File: config.mk
export PLATFORM = sky130hd
export DESIGN_NAME = fifo_arbiter
export DESIGN_NICKNAME = d
export VERILOG_FILES = /design/src/rtl/fifo_arbiter.sv
export SDC_FILE = /design/constraint.sdc
export NUM_CORES = 1
export LEC_CHECK = 0
export ABC_AREA = 1
export ABC_CLOCK_PERIOD_IN_PS = 1900
export BUFFER_PORTS_ARGS = -buffer_cell sky130_fd_sc_hd__buf_2
export CELL_PAD_IN_SITES_DETAIL_PLACEMENT = 1
export CELL_PAD_IN_SITES_GLOBAL_PLACEMENT = 2
export CORE_MARGIN = 2
export CORE_UTILIZATION = 10
export DETAILED_ROUTE_END_ITERATION = 12
export PLACE_DENSITY_LB_ADDON = 0.15
export RECOVER_POWER = 25
export SLEW_MARGIN = 40
export SYNTH_ARGS = -nofsm -noshare
export SYNTH_HDL_FRONTEND = slang
export SYNTH_SLANG_ARGS = --single-unit
File: constraint.sdc
create_clock -name clk -period 1.9 [get_ports clk]
set_input_delay 0.285 -clock clk [delete_from_list [all_inputs] [get_ports clk]]
set_output_delay 0.285 -clock clk [all_outputs]
set_load 0.03 [all_outputs]
File: src/rtl/fifo_arbiter.sv
// Two-producer round-robin write arbiter and single-consumer read port in front of
// an external synchronous FIFO; keeps its own occupancy count and cross-checks the FIFO flags.
module fifo_arbiter #(
  parameter int FIFO_WIDTH = 32,
  parameter int FIFO_DEPTH = 8
) (
  input  logic                          clk,
  input  logic                          rst,
  input  logic                          req0,
  input  logic                          req1,
  input  logic [FIFO_WIDTH-1:0]         data0,
  input  logic [FIFO_WIDTH-1:0]         data1,
  output logic                          gnt0,
  output logic                          gnt1,
  input  logic                          rd_req,
  output logic                          rd_valid,
  output logic [FIFO_WIDTH-1:0]         rd_data,
  output logic [$clog2(FIFO_DEPTH):0]   level,
  output logic                          err,
  output logic                          fifo_rst_n,
  output logic                          fifo_cs,
  output logic                          fifo_wr_en,
  output logic                          fifo_rd_en,
  output logic [FIFO_WIDTH-1:0]         fifo_data_in,
  input  logic [FIFO_WIDTH-1:0]         fifo_data_out,
  input  logic                          fifo_full,
  input  logic                          fifo_empty
);

  localparam int LW = $clog2(FIFO_DEPTH) + 1;
  localparam logic [LW-1:0] FULL_LVL = LW'(FIFO_DEPTH);

  logic [LW-1:0] level_q, level_d;
  logic          last_q, last_d;   // 1: port 1 was granted most recently
  logic          rd_valid_q;
  logic          err_q, err_d;
  logic          wr_ok, rd_ok, g0, g1;

  // Eligibility uses the local count only, so both sides see a single consistent occupancy.
  always_comb begin
    wr_ok  = (req0 | req1) && (level_q < FULL_LVL) && !rst;
    rd_ok  = rd_req && (level_q != '0) && !rst;
    g0     = wr_ok & req0 & (~req1 | last_q);
    g1     = wr_ok & req1 & (~req0 | ~last_q);

    last_d = last_q;
    if (g0)      last_d = 1'b0;
    else if (g1) last_d = 1'b1;

    level_d = level_q;
    case ({g0 | g1, rd_ok})
      2'b10:   level_d = level_q + LW'(1);
      2'b01:   level_d = level_q - LW'(1);
      default: level_d = level_q;
    endcase

    err_d = err_q | ((level_q == FULL_LVL) != fifo_full) | ((level_q == '0) != fifo_empty);
  end

  always_ff @(posedge clk) begin
    if (rst) begin
      level_q    <= '0;
      last_q     <= 1'b1;
      rd_valid_q <= 1'b0;
      err_q      <= 1'b0;
    end else begin
      level_q    <= level_d;
      last_q     <= last_d;
      rd_valid_q <= rd_ok;
      err_q      <= err_d;
    end
  end

  assign gnt0         = g0;
  assign gnt1         = g1;
  assign fifo_rst_n   = ~rst;
  assign fifo_wr_en   = g0 | g1;
  assign fifo_rd_en   = rd_ok;
  assign fifo_cs      = g0 | g1 | rd_ok;
  assign fifo_data_in = g1 ? data1 : data0;
  assign rd_valid     = rd_valid_q;
  assign rd_data      = fifo_data_out;
  assign level        = level_q;
  assign err          = err_q;

endmodule
==> results of run 1 <==
## metrics by stage
stage | total power [mW] | util, % | cells | instance area, um^2 | hold WS (ns)
after floorplan | 0.7863 | - | 200 | 1172 | 0.3444
after global placement | 0.9458 | 16.09 | 427 | 1737 | 0.4496
after detailed placement | 0.9442 | 16.09 | 427 | 1737 | 0.4584
after CTS | 1.177 | 16.52 | 431 | 1783 | 0.3797
after global routing | 1.321 | 17.49 | 433 | 1888 | 0.3571
final | 1.213 | 17.49 | 433 | 1888 | 0.3506
## worst reg2reg max path, stage by stage (launching register included)
cell	delay [ns]
dfxtp_4	0.39
nor2_4	0.05
nand2_1	0.11
nand2_4	0.06
inv_2	0.08
ha_4	0.17
inv_1	0.07
fa_1	0.37
xnor2_1	0.13
o21ai_0	0.14
inv_1	0.05
## power by group through the flow
stage	clock [mW]	sequential (mW)	combinational (mW)
final	0.225	0.207	0.781
after global routing	0.245	0.212	0.864
after CTS	0.232	0.203	0.742
after detailed placement	0	0.206	0.739
after global placement	0	0.205	0.740
after floorplan	0	0.253	0.534
## cells in the final DEF (no fill, tap or decap), types with 2 or more instances in the layout
master / netlist / routed
nand2_1: 112 / 111
buf_2: 3 / 103
buf_4: 32 / 13
inv_1: 13 / 8
clkbuf_4: 0 / 7
a21oi_1: 6 / 5
nand3_4: 0 / 3
inv_2: 0 / 3
o21ai_0: 3 / 3
nor2_1: 4 / 3
nand3_1: 5 / 3
clkbuf_8: 0 / 3
dfxtp_1: 7 / 3
nor2_4: 0 / 2
ha_4: 0 / 2
ha_1: 4 / 2
dfxtp_2: 0 / 2
dfxtp_4: 0 / 2
buf_12: 0 / 2
## metal layers
layer  track usage [%]  vias to the layer above  part of all wire, %
met1             7.777                      655                   39
met3             1.494                        5                  9.2
met5                 0                        -                    0
met4             1.648                        0                 0.86
li1                  -                      759                    -
met2             14.11                       70                   51
## final cells by class
type                    instances  area, um^2  share of cell area, %
inverters                      14       66.31                  3.512
well taps                     140       175.2                  9.278
clock buffers                   3       41.29                  2.187
flip-flops and latches          7       150.1                  7.952
repair buffers                127       745.7                  39.50
clock inverters                 1       5.005                 0.2651
multi-input cells             141       704.4                  37.31
## state kept, by name, indices dropped and copies added (netlist names)
| signal | flops |
|---|---|
| level | 4 |
| last_q | 1 |
| err | 1 |
| rd_valid | 1 |
## cell families after synthesis
family,after synthesis,share of synthesized area [%]
adder cells (fa/ha/maj),5,6.349
AND/OR/NAND/NOR,126,45.01
flip-flops,7,12.70
XOR/XNOR,1,0.7938
AO/OA/AOI/OAI,9,4.081
buffers and inverters,52,31.06
## path summary, 6_finish.rpt
path,slack (ns),from,end
min reg2reg,0.46,last_q,last_q
max,0.1,level[3],fifo_data_in[1]
max reg2reg,0.17,level[3],level[2]
min,0.35,rd_req,rd_valid
## timing repair
item,4_1_cts,5_1_grt
endpoints found under the setup margin,0,31
gates resized for setup,0,28
buffers inserted,0,1
==> results by group, run 1 <==
Status
  – Status: complete, no violations

Worst setup path
  – Cell mode on critical path: nand2_1
  – Crit end category: output pin
  – Critical Path AT: 1.52 ns
  – Crit path cell chain: nor2_4, nand3_4, buf_4, inv_8, clkbuf_16, nand2_1, nand2_1, buf_2
  – Critical-path top delay cell: dfxtp_4
  – Buffers & Inverters on Critical Path: 4
  – CP peak stage delay: 0.37 ns
  – Worst EP required: 1.62 ns
  – Largest fanout on the critical path: 10
  – R2R depth: 10
  – Setup crit start kind: flop
  – Family with the most delay on the worst path: buffers and inverters
  – CP Class: reg2out
  – Critical path depth: 8

Timing
  – Endpoints failing setup: 0
  – Minimum clock period: 1.804 ns
  – Slew margin rel.: 88.65%
  – Setup TNS: 0 ns
  – Tcrit/Tclk final: 94.93%
  – RSZ-0062 raised after global routing: no
  – Max Fclk: 554.4 MHz
  – Final Max Tran Viols: 0
  – Worst Skew: 0.006411 ns
  – Worst Tran Pin Value: 0.1701 ns
  – Final worst slack: 0.09637 ns
  – Fin. Hold Viols: 0

Power and ir drop
  – Reg power frac: 17.1%
  – Pleak: 1.112 nW
  – VDD IR max: 400.5 uV
  – Sw frac: 48.52%
  – Switch Pwr: 588.5 uW
  – Pint: 624.3 uW
  – Part of the power in combinational logic: 64.4%
  – Clock Power Share: 18.5%
  – Power per cell area: 642.4 mW/mm^2

Die
  – Starting Density: 10.22%
  – Core area: 0.01079 mm^2
  – Cell row count: 38
  – I/O pin count: 179
  – Die Y: 109.1 um
  – Die Span X: 109.1 um
  – Die ar.: 0.01189 mm^2

Synth
  – Cells after synthesis: 200
  – Most used DFF post-synth: dfxtp_1
  – Synth warn: 0
  – Ys async rst share: 0%
  – FF+latch count, synth: 7
  – Share of the yosys chip area belonging to registers: 12.70%
  – Top-count cell post-synth: nand2_1
  – Leading cell types by total area after synthesis: nand2_1, buf_4, dfxtp_1
  – Synth top cells by count: nand2_1, buf_4, inv_1, dfxtp_1, a21oi_1
  – Synth unique cells: 19
  – Cell accounting for the most synthesized area: nand2_1
  – Syn_nets: 308
  – Avg Inst Size Synth: 5.518 um^2
  – Mapped cell area: 0.001104 mm^2
  – Number of synthesized flops with an enable pin: 0
  – Yosys top cell area share: 38.10%

Place
  – IO buf count: 114
  – Routability cong.: 0.6274
  – Detailed Place HPWL: 3994 um
  – Place WS: 0.01747 ns

Routing
  – Number of remaining DRC errors: 0
  – Drt total wl: 4868 um
  – DRT iter0 DRCs: 23
  – Post-route ant nets: 0
  – Vias per cell: 3.439
  – DR vias: 1489
  – Routed len/inst: 11.24 um
  – DRT Pass-1 Iters: 2

CTS
  – Root buffer cell: clkbuf_8
  – H-tree depth: 1
  – Worst-Skew Late Latency: 0.24 ns
  – CTS Buffer Depth: 2
  – Hold-fix buffers, CTS: 0
  – Clock transition at path regs: 0.05 ns
  – CTS Buf Count: 3
  – TritonCTS clock tree: built
  – TritonCTS Sinks: 7

Global routing
  – First-pass GRT wire length: 6651 um
  – Vias in the first global route: 1405
  – Initial antenna violation count: 0
  – GR Overflow Total: 0
  – Overall Global Routing Usage: 7.196%
  – Largest net degree at the start of global routing: 34

Finish
  – # fillers: 1378
  – P&R area growth vs syn: 71.09%
  – Layout cells sized above 1: 51.54%
  – N_diodes: 0
  – Nets: 402

Min path
  – Hold Crit Depth: 3
  – Worst Hold Class: in2reg

Job
  – Max-cap violations: 0
No activity file was read; power rests on OpenSTA's default activity.
==> inputs of run 2 (changes only) <==
- ABC_CLOCK_PERIOD_IN_PS: 1900 -> 1480
- clock period: 1.9 -> 1.48 ns (I/O delays scaled with it)
==> results by group, run 2 (same netlist as run 1, synthesis figures left out) <==
Power and ir drop
  – Power per cell area: 747.8 mW/mm^2 (+16%)
  – VDD IR max: 566.5 uV (+41%)
  – Pwr Total: 2.018 mW (+66%)
  – Pleak: 1.491 nW (+34%)

Routing
  – DRT iter0 DRCs: 33 (+43%)
  – Number of remaining DRC errors: 0 (unchanged)
  – Vias per cell: 3.527 (+2.6%)
  – DR vias: 1605 (+7.8%)
  – Drt total wl: 5452 um (+12%)
  – DRT Pass-1 Iters: 4 (+2)
  – Post-route ant nets: 0 (unchanged)
  – Routed len/inst: 11.98 um (+6.6%)

Timing
  – Worst Skew: 0.007084 ns (+0.0006736 ns)
  – Final worst slack: -0.2590 ns (-0.3553 ns)
  – Fin. Hold Viols: 0 (unchanged)
  – Max Fclk: 575.1 MHz
  – Slew margin rel.: 88.61% (about the same)
  – Worst Tran Pin Value: 0.1697 ns (-0.0003846 ns)
  – Endpoints failing setup: 37 (+37)
  – RSZ-0062 raised after global routing: yes
  – Tcrit/Tclk final: 117.5%
  – Final Max Tran Viols: 0 (unchanged)
  – Minimum clock period: 1.739 ns

CTS
  – Root buffer cell: clkbuf_8
  – TritonCTS Sinks: 7 (unchanged)
  – Clock transition at path regs: 0.05 ns (about the same)
  – Worst-Skew Late Latency: 0.24 ns (about the same)
  – CTS Buffer Depth: 2 (unchanged)
  – TritonCTS clock tree: built
  – CTS Buf Count: 3 (unchanged)
  – Hold-fix buffers, CTS: 0 (unchanged)
  – H-tree depth: 1 (unchanged)

Die
  – Core area: 0.01079 mm^2 (unchanged)
  – I/O pin count: 179 (unchanged)
  – Starting Density: 10.22% (unchanged)
  – Die Y: 109.1 um (unchanged)
  – Die ar.: 0.01189 mm^2 (unchanged)
  – Cell row count: 38 (unchanged)
  – Die Span X: 109.1 um (unchanged)

Global routing
  – Overall Global Routing Usage: 8.015% (+0.82 points)
  – GR Overflow Total: 0 (unchanged)
  – Vias in the first global route: 1563 (+11%)
  – First-pass GRT wire length: 7569 um (+14%)
  – Initial antenna violation count: 0 (unchanged)
  – Largest net degree at the start of global routing: 19 (-44%)
  – GR Util met2: 14.77% (+0.67 points)
  – M3 GR Usage: 1.554% (+0.060 points)
  – Met1 track demand over resource: 9.558% (+1.8 points)
  – Most Crowded Layer GR: met2

Worst setup path
  – FF-to-FF End: level[3]
  – Worst EP required: 1.26 ns (-0.36 ns)
  – Crit path to: fifo_data_in[20]
  – Crit path from: level[3]
  – RR Startpoint: level[3]
  – Critical Path AT: 1.52 ns (about the same)
  – Largest fanout on the critical path: 7 (-3)
  – R2R depth: 12 (+2)
  – R2R Setup Slk: -0.23 ns (-0.40 ns)
  – Setup crit start kind: flop
  – CP Class: reg2out
  – Crit end category: output pin

Status
  – Failing checks: setup timing
  – Status: complete, but fails checks

Place
  – Detailed Place HPWL: 4088 um (+2.4%)
  – Place WS: -0.2679 ns (-0.2854 ns)
  – IO buf count: 114 (unchanged)
  – Placed cells: 438 (+2.6%)
  – Routability cong.: 0.6672 (+6.3%)

Finish
  – Leading cell type in the layout, fill and taps excluded: buf_2
  – Final core occ: 25.01% (+7.5 points)
  – Layout cells sized above 1: 79.05% (+28 points)
  – Cell Count, Final, Fillers Out: 455 (+5.1%)
  – Nets: 424 (+5.5%)
  – Number of flip-flops in the largest register: 4 (unchanged)
  – P&R area growth vs syn: 144.6%
  – Most frequent cells in the layout: buf_2, nand2_2, nand2_1, buf_6, nand2_4
  – N_diodes: 0 (unchanged)

Job
  – Max-cap violations: 0 (unchanged)

Min path
  – Worst Hold Class: in2reg
run 2: cell count changes in the layout (fill, tap and decap cells not counted), sizes merged:
cell	before	now
inv	13	14
clkbuf	11	5
buf	119	147
clkinvlp	1	0
run 2: timing repair:
action | in CTS | in global routing
setup endpoints to repair | 40 | 40
hold endpoints to repair | 0 | 0
resized for setup | 91 | 109
gates cloned | 2 | 3
pin swaps | 5 | 30
buffers inserted | 11 | 3
run 2: report_power, final:
group          switching [mW]  internal, mW
combinational           0.774         0.701
sequential             0.0266         0.232
clock                   0.100         0.184
run 2: final cells by class:
class | count | area (um^2)
flip-flops and latches | 7 | 155.1
fillers | 1317 | 8094
multi-input cells | 141 | 1044
well taps | 140 | 175.2
clock buffers | 3 | 41.29
clock inverters | 1 | 5.005
repair buffers | 149 | 1207
inverters | 14 | 71.32
run 2: how the worst min path moves through the flow:
stage	from	end	slack (ns)	depth (start not counted)
2_1_floorplan	rst	level[3]	0.28	1
6_report	rst	level[3]	0.21	2
5_1_grt	rst	level[3]	0.22	2
3_5_place_dp	fifo_data_out[0]	rd_data[0]	0.44	0
4_1_cts	rst	level[3]	0.22	2
3_3_place_gp	fifo_data_out[0]	rd_data[0]	0.44	0
run 2: worst max-delay path, cell delays in order (launching register included):
cell and delay (ns):
dfxtp_4 0.35, nor2_4 0.14, nand3_4 0.11, buf_12 0.16
buf_12 0.13, buf_12 0.14, nand2_4 0.06, nand2_2 0.05
buf_6 0.13
run 2: per-layer routing:
| layer | up-vias | part of all wire [%] |
|---|---|---|
| li1 | 805 | - |
| met1 | 720 | 39 |
| met2 | 72 | 51 |
| met3 | 8 | 8.3 |
| met4 | 0 | 0.81 |
| met5 | - | 0 |
run 2: stage by stage:
stage	instance area (um^2)	setup TNS (ns)	hold slack [ns]
after floorplan	1184	-0.8280	0.2814
after global placement	1831	-5.591	0.4442
after detailed placement	1831	-6.395	0.4442
after CTS	2312	-7.439	0.2166
after global routing	2699	-10.37	0.2154
final	2699	-8.005	0.2076
==> inputs of run 3 (changes only) <==
- CELL_PAD_IN_SITES_DETAIL_PLACEMENT: 1 -> unset
- CELL_PAD_IN_SITES_GLOBAL_PLACEMENT: 2 -> unset
- CORE_UTILIZATION: 10 -> 26
==> results by group, run 3 (same netlist as run 1, synthesis figures left out) <==
CTS
  – CTS Buf Count: 3 (unchanged)
  – CTS Buffer Depth: 2 (unchanged)
  – Root buffer cell: clkbuf_8
  – H-tree depth: 1 (unchanged)
  – Clock transition at path regs: 0.04 ns (about the same)
  – Hold-fix buffers, CTS: 0 (unchanged)
  – TritonCTS Sinks: 7 (unchanged)
  – Worst-Skew Late Latency: 0.24 ns (about the same)
  – TritonCTS clock tree: built

Die
  – Starting Density: 27.39% (+17 points)
  – Die Y: 69.15 um (-37%)
  – Die ar.: 0.004782 mm^2 (-60%)
  – Die Span X: 69.15 um (-37%)
  – Cell row count: 23 (-39%)
  – I/O pin count: 179 (unchanged)
  – Core area: 0.004029 mm^2 (-63%)

Routing
  – Number of remaining DRC errors: 0 (unchanged)
  – Drt total wl: 5047 um (-7.4%)
  – Post-route ant nets: 0 (unchanged)
  – DRT iter0 DRCs: 42 (+27%)
  – Vias per cell: 4.511 (+28%)
  – Routed len/inst: 14.02 um (+17%)
  – DRT Pass-1 Iters: 4 (unchanged)
  – DR vias: 1624 (+1.2%)

Timing
  – Endpoints failing setup: 37 (unchanged)
  – Fin. Hold Viols: 0 (unchanged)
  – Worst hold slack: 0.3238 ns (+0.1162 ns)
  – Tcrit/Tclk final: 114.0% (-3.5 points)
  – Setup TNS: -5.771 ns (+2.233 ns)
  – Final Max Tran Viols: 0 (unchanged)
  – Worst Skew: 0.003560 ns (-0.003524 ns)
  – Final worst slack: -0.2074 ns (+0.05153 ns)
  – Slew margin rel.: 86.45% (-2.2 points)
  – Max Fclk: 592.6 MHz (+3.1%)
  – Minimum clock period: 1.687 ns (-0.05153 ns)
  – Worst Tran Pin Value: 0.2011 ns (+0.03138 ns)
  – RSZ-0062 raised after global routing: yes

Worst setup path
  – CP Class: reg2out
  – RR Startpoint: level[1]
  – Crit end category: output pin
  – CP peak stage delay: 0.35 ns (about the same)
  – Crit path from: level[3]
  – R2R Setup Slk: -0.19 ns (+0.04 ns)
  – Critical-path top delay cell: dfxtp_4
  – Crit path cell chain: nor2_4, nand3_4, buf_12, clkinv_8, clkbuf_16, nand2_4, nand2_2, buf_6
  – Critical Path AT: 1.47 ns (-0.05 ns)
  – R2R depth: 12 (unchanged)
  – Worst EP required: 1.26 ns (about the same)
  – Setup crit start kind: flop
  – Crit path to: fifo_data_in[15]
  – FF-to-FF End: level[3]
  – Largest fanout on the critical path: 7 (unchanged)

Global routing
  – Overall Global Routing Usage: 16.84% (+8.8 points)
  – Initial antenna violation count: 0 (unchanged)
  – First-pass GRT wire length: 6789 um (-10%)
  – Vias in the first global route: 1540 (-1.5%)
  – Largest net degree at the start of global routing: 16 (-3)
  – GR Overflow Total: 0 (unchanged)

Power and ir drop
  – Pleak: 1.535 nW (+2.9%)
  – Switch Pwr: 876.4 uW (-2.8%)
  – Pwr Total: 1.930 mW (-4.4%)
  – Pint: 1.053 mW (-5.7%)
  – Reg power frac: 13.4% (+0.6 points)
  – Clock Power Share: 14.7% (+0.6 points)
  – Part of the power in combinational logic: 72.0% (-1.1 points)
  – VDD IR max: 706.8 uV (+25%)
  – Sw frac: 45.42% (+0.75 points)
  – Power per cell area: 769.6 mW/mm^2 (+2.9%)

Place
  – IO buf count: 114 (unchanged)
  – Routability cong.: 0.7926 (+19%)
  – Detailed Place HPWL: 3065 um (-25%)
  – Place WS: -0.2125 ns (+0.05542 ns)
  – Placed cells: 346 (-21%)

Finish
  – N_diodes: 0 (unchanged)
  – Cell Count, Final, Fillers Out: 360 (-21%)
  – Leading cell type in the layout, fill and taps excluded: buf_2
  – Nets: 419 (-1.2%)
  – P&R area growth vs syn: 127.2%
  – Most frequent cells in the layout: buf_2, nand2_1, nand2_2
  – Layout cells sized above 1: 77.10% (-2.0 points)
  – Number of flip-flops in the largest register: 4 (unchanged)

Min path
  – Worst Hold Class: in2reg

Job
  – Max-cap violations: 0 (unchanged)

Status
  – Failing checks: setup timing
  – Status: complete, but fails checks
[run 3: metrics by stage]
| stage | utilization (%) | cell area (um^2) |
|---|---|---|
| after global placement | 42.58 | 1715 |
| after CTS | 53.32 | 2148 |
| after detailed placement | 42.58 | 1715 |
| after floorplan | - | 1184 |
| after global routing | 62.24 | 2507 |
| final | 62.24 | 2507 |
[run 3: cell type report]
class                      instances  area, um^2
fill                             348        1521
tap                               50       62.56
inverter                          14       70.07
sequential                         7       156.4
multi-input combinational        141        1037
clock buffer                       4       45.04
timing repair buffer             144        1136
[run 3: how the worst min path moves through the flow]
| stage | start | endpoint | slack (ns) | depth (start not counted) |
|---|---|---|---|---|
| after floorplan | rst | level[3] | 0.28 | 1 |
| after global placement | fifo_data_out[19] | rd_data[19] | 0.44 | 0 |
| after detailed placement | fifo_data_out[19] | rd_data[19] | 0.44 | 0 |
| after CTS | rst | level[3] | 0.32 | 3 |
| after global routing | rst | level[3] | 0.34 | 3 |
| final | rst | level[3] | 0.32 | 3 |
[run 3: repair_timing]
action,in CTS,in global routing
pin swaps,7,32
gates resized for setup,104,85
setup buffers,3,4
gates cloned,1,2
endpoints found under the setup margin,40,40
[run 3: metal layers]
| metal | track usage (%) | wire length, um |
|---|---|---|
| met5 | 0 | 0 |
| met2 | 31.20 | 2653 |
| met4 | 4.793 | 172 |
| met3 | 6.140 | 473 |
| met1 | 17.65 | 1748 |
[run 3: power by group through the flow]
| stage | Sequential [mW] | Combinational [mW] | Clock [mW] |
|---|---|---|---|
| floorplan | 0.329 | 0.703 | 0 |
| global placement | 0.254 | 0.997 | 0 |
| detailed placement | 0.257 | 0.995 | 0 |
| CTS | 0.258 | 1.20 | 0.294 |
| global route | 0.262 | 1.49 | 0.297 |
| finish | 0.258 | 1.39 | 0.283 |
[run 3: worst max-delay path, delay by kind of cell, from the launching register on]
family | cells | cell delay (ns)
simple gates | 4 | 0.34
flops | 1 | 0.35
buf+inv | 4 | 0.53
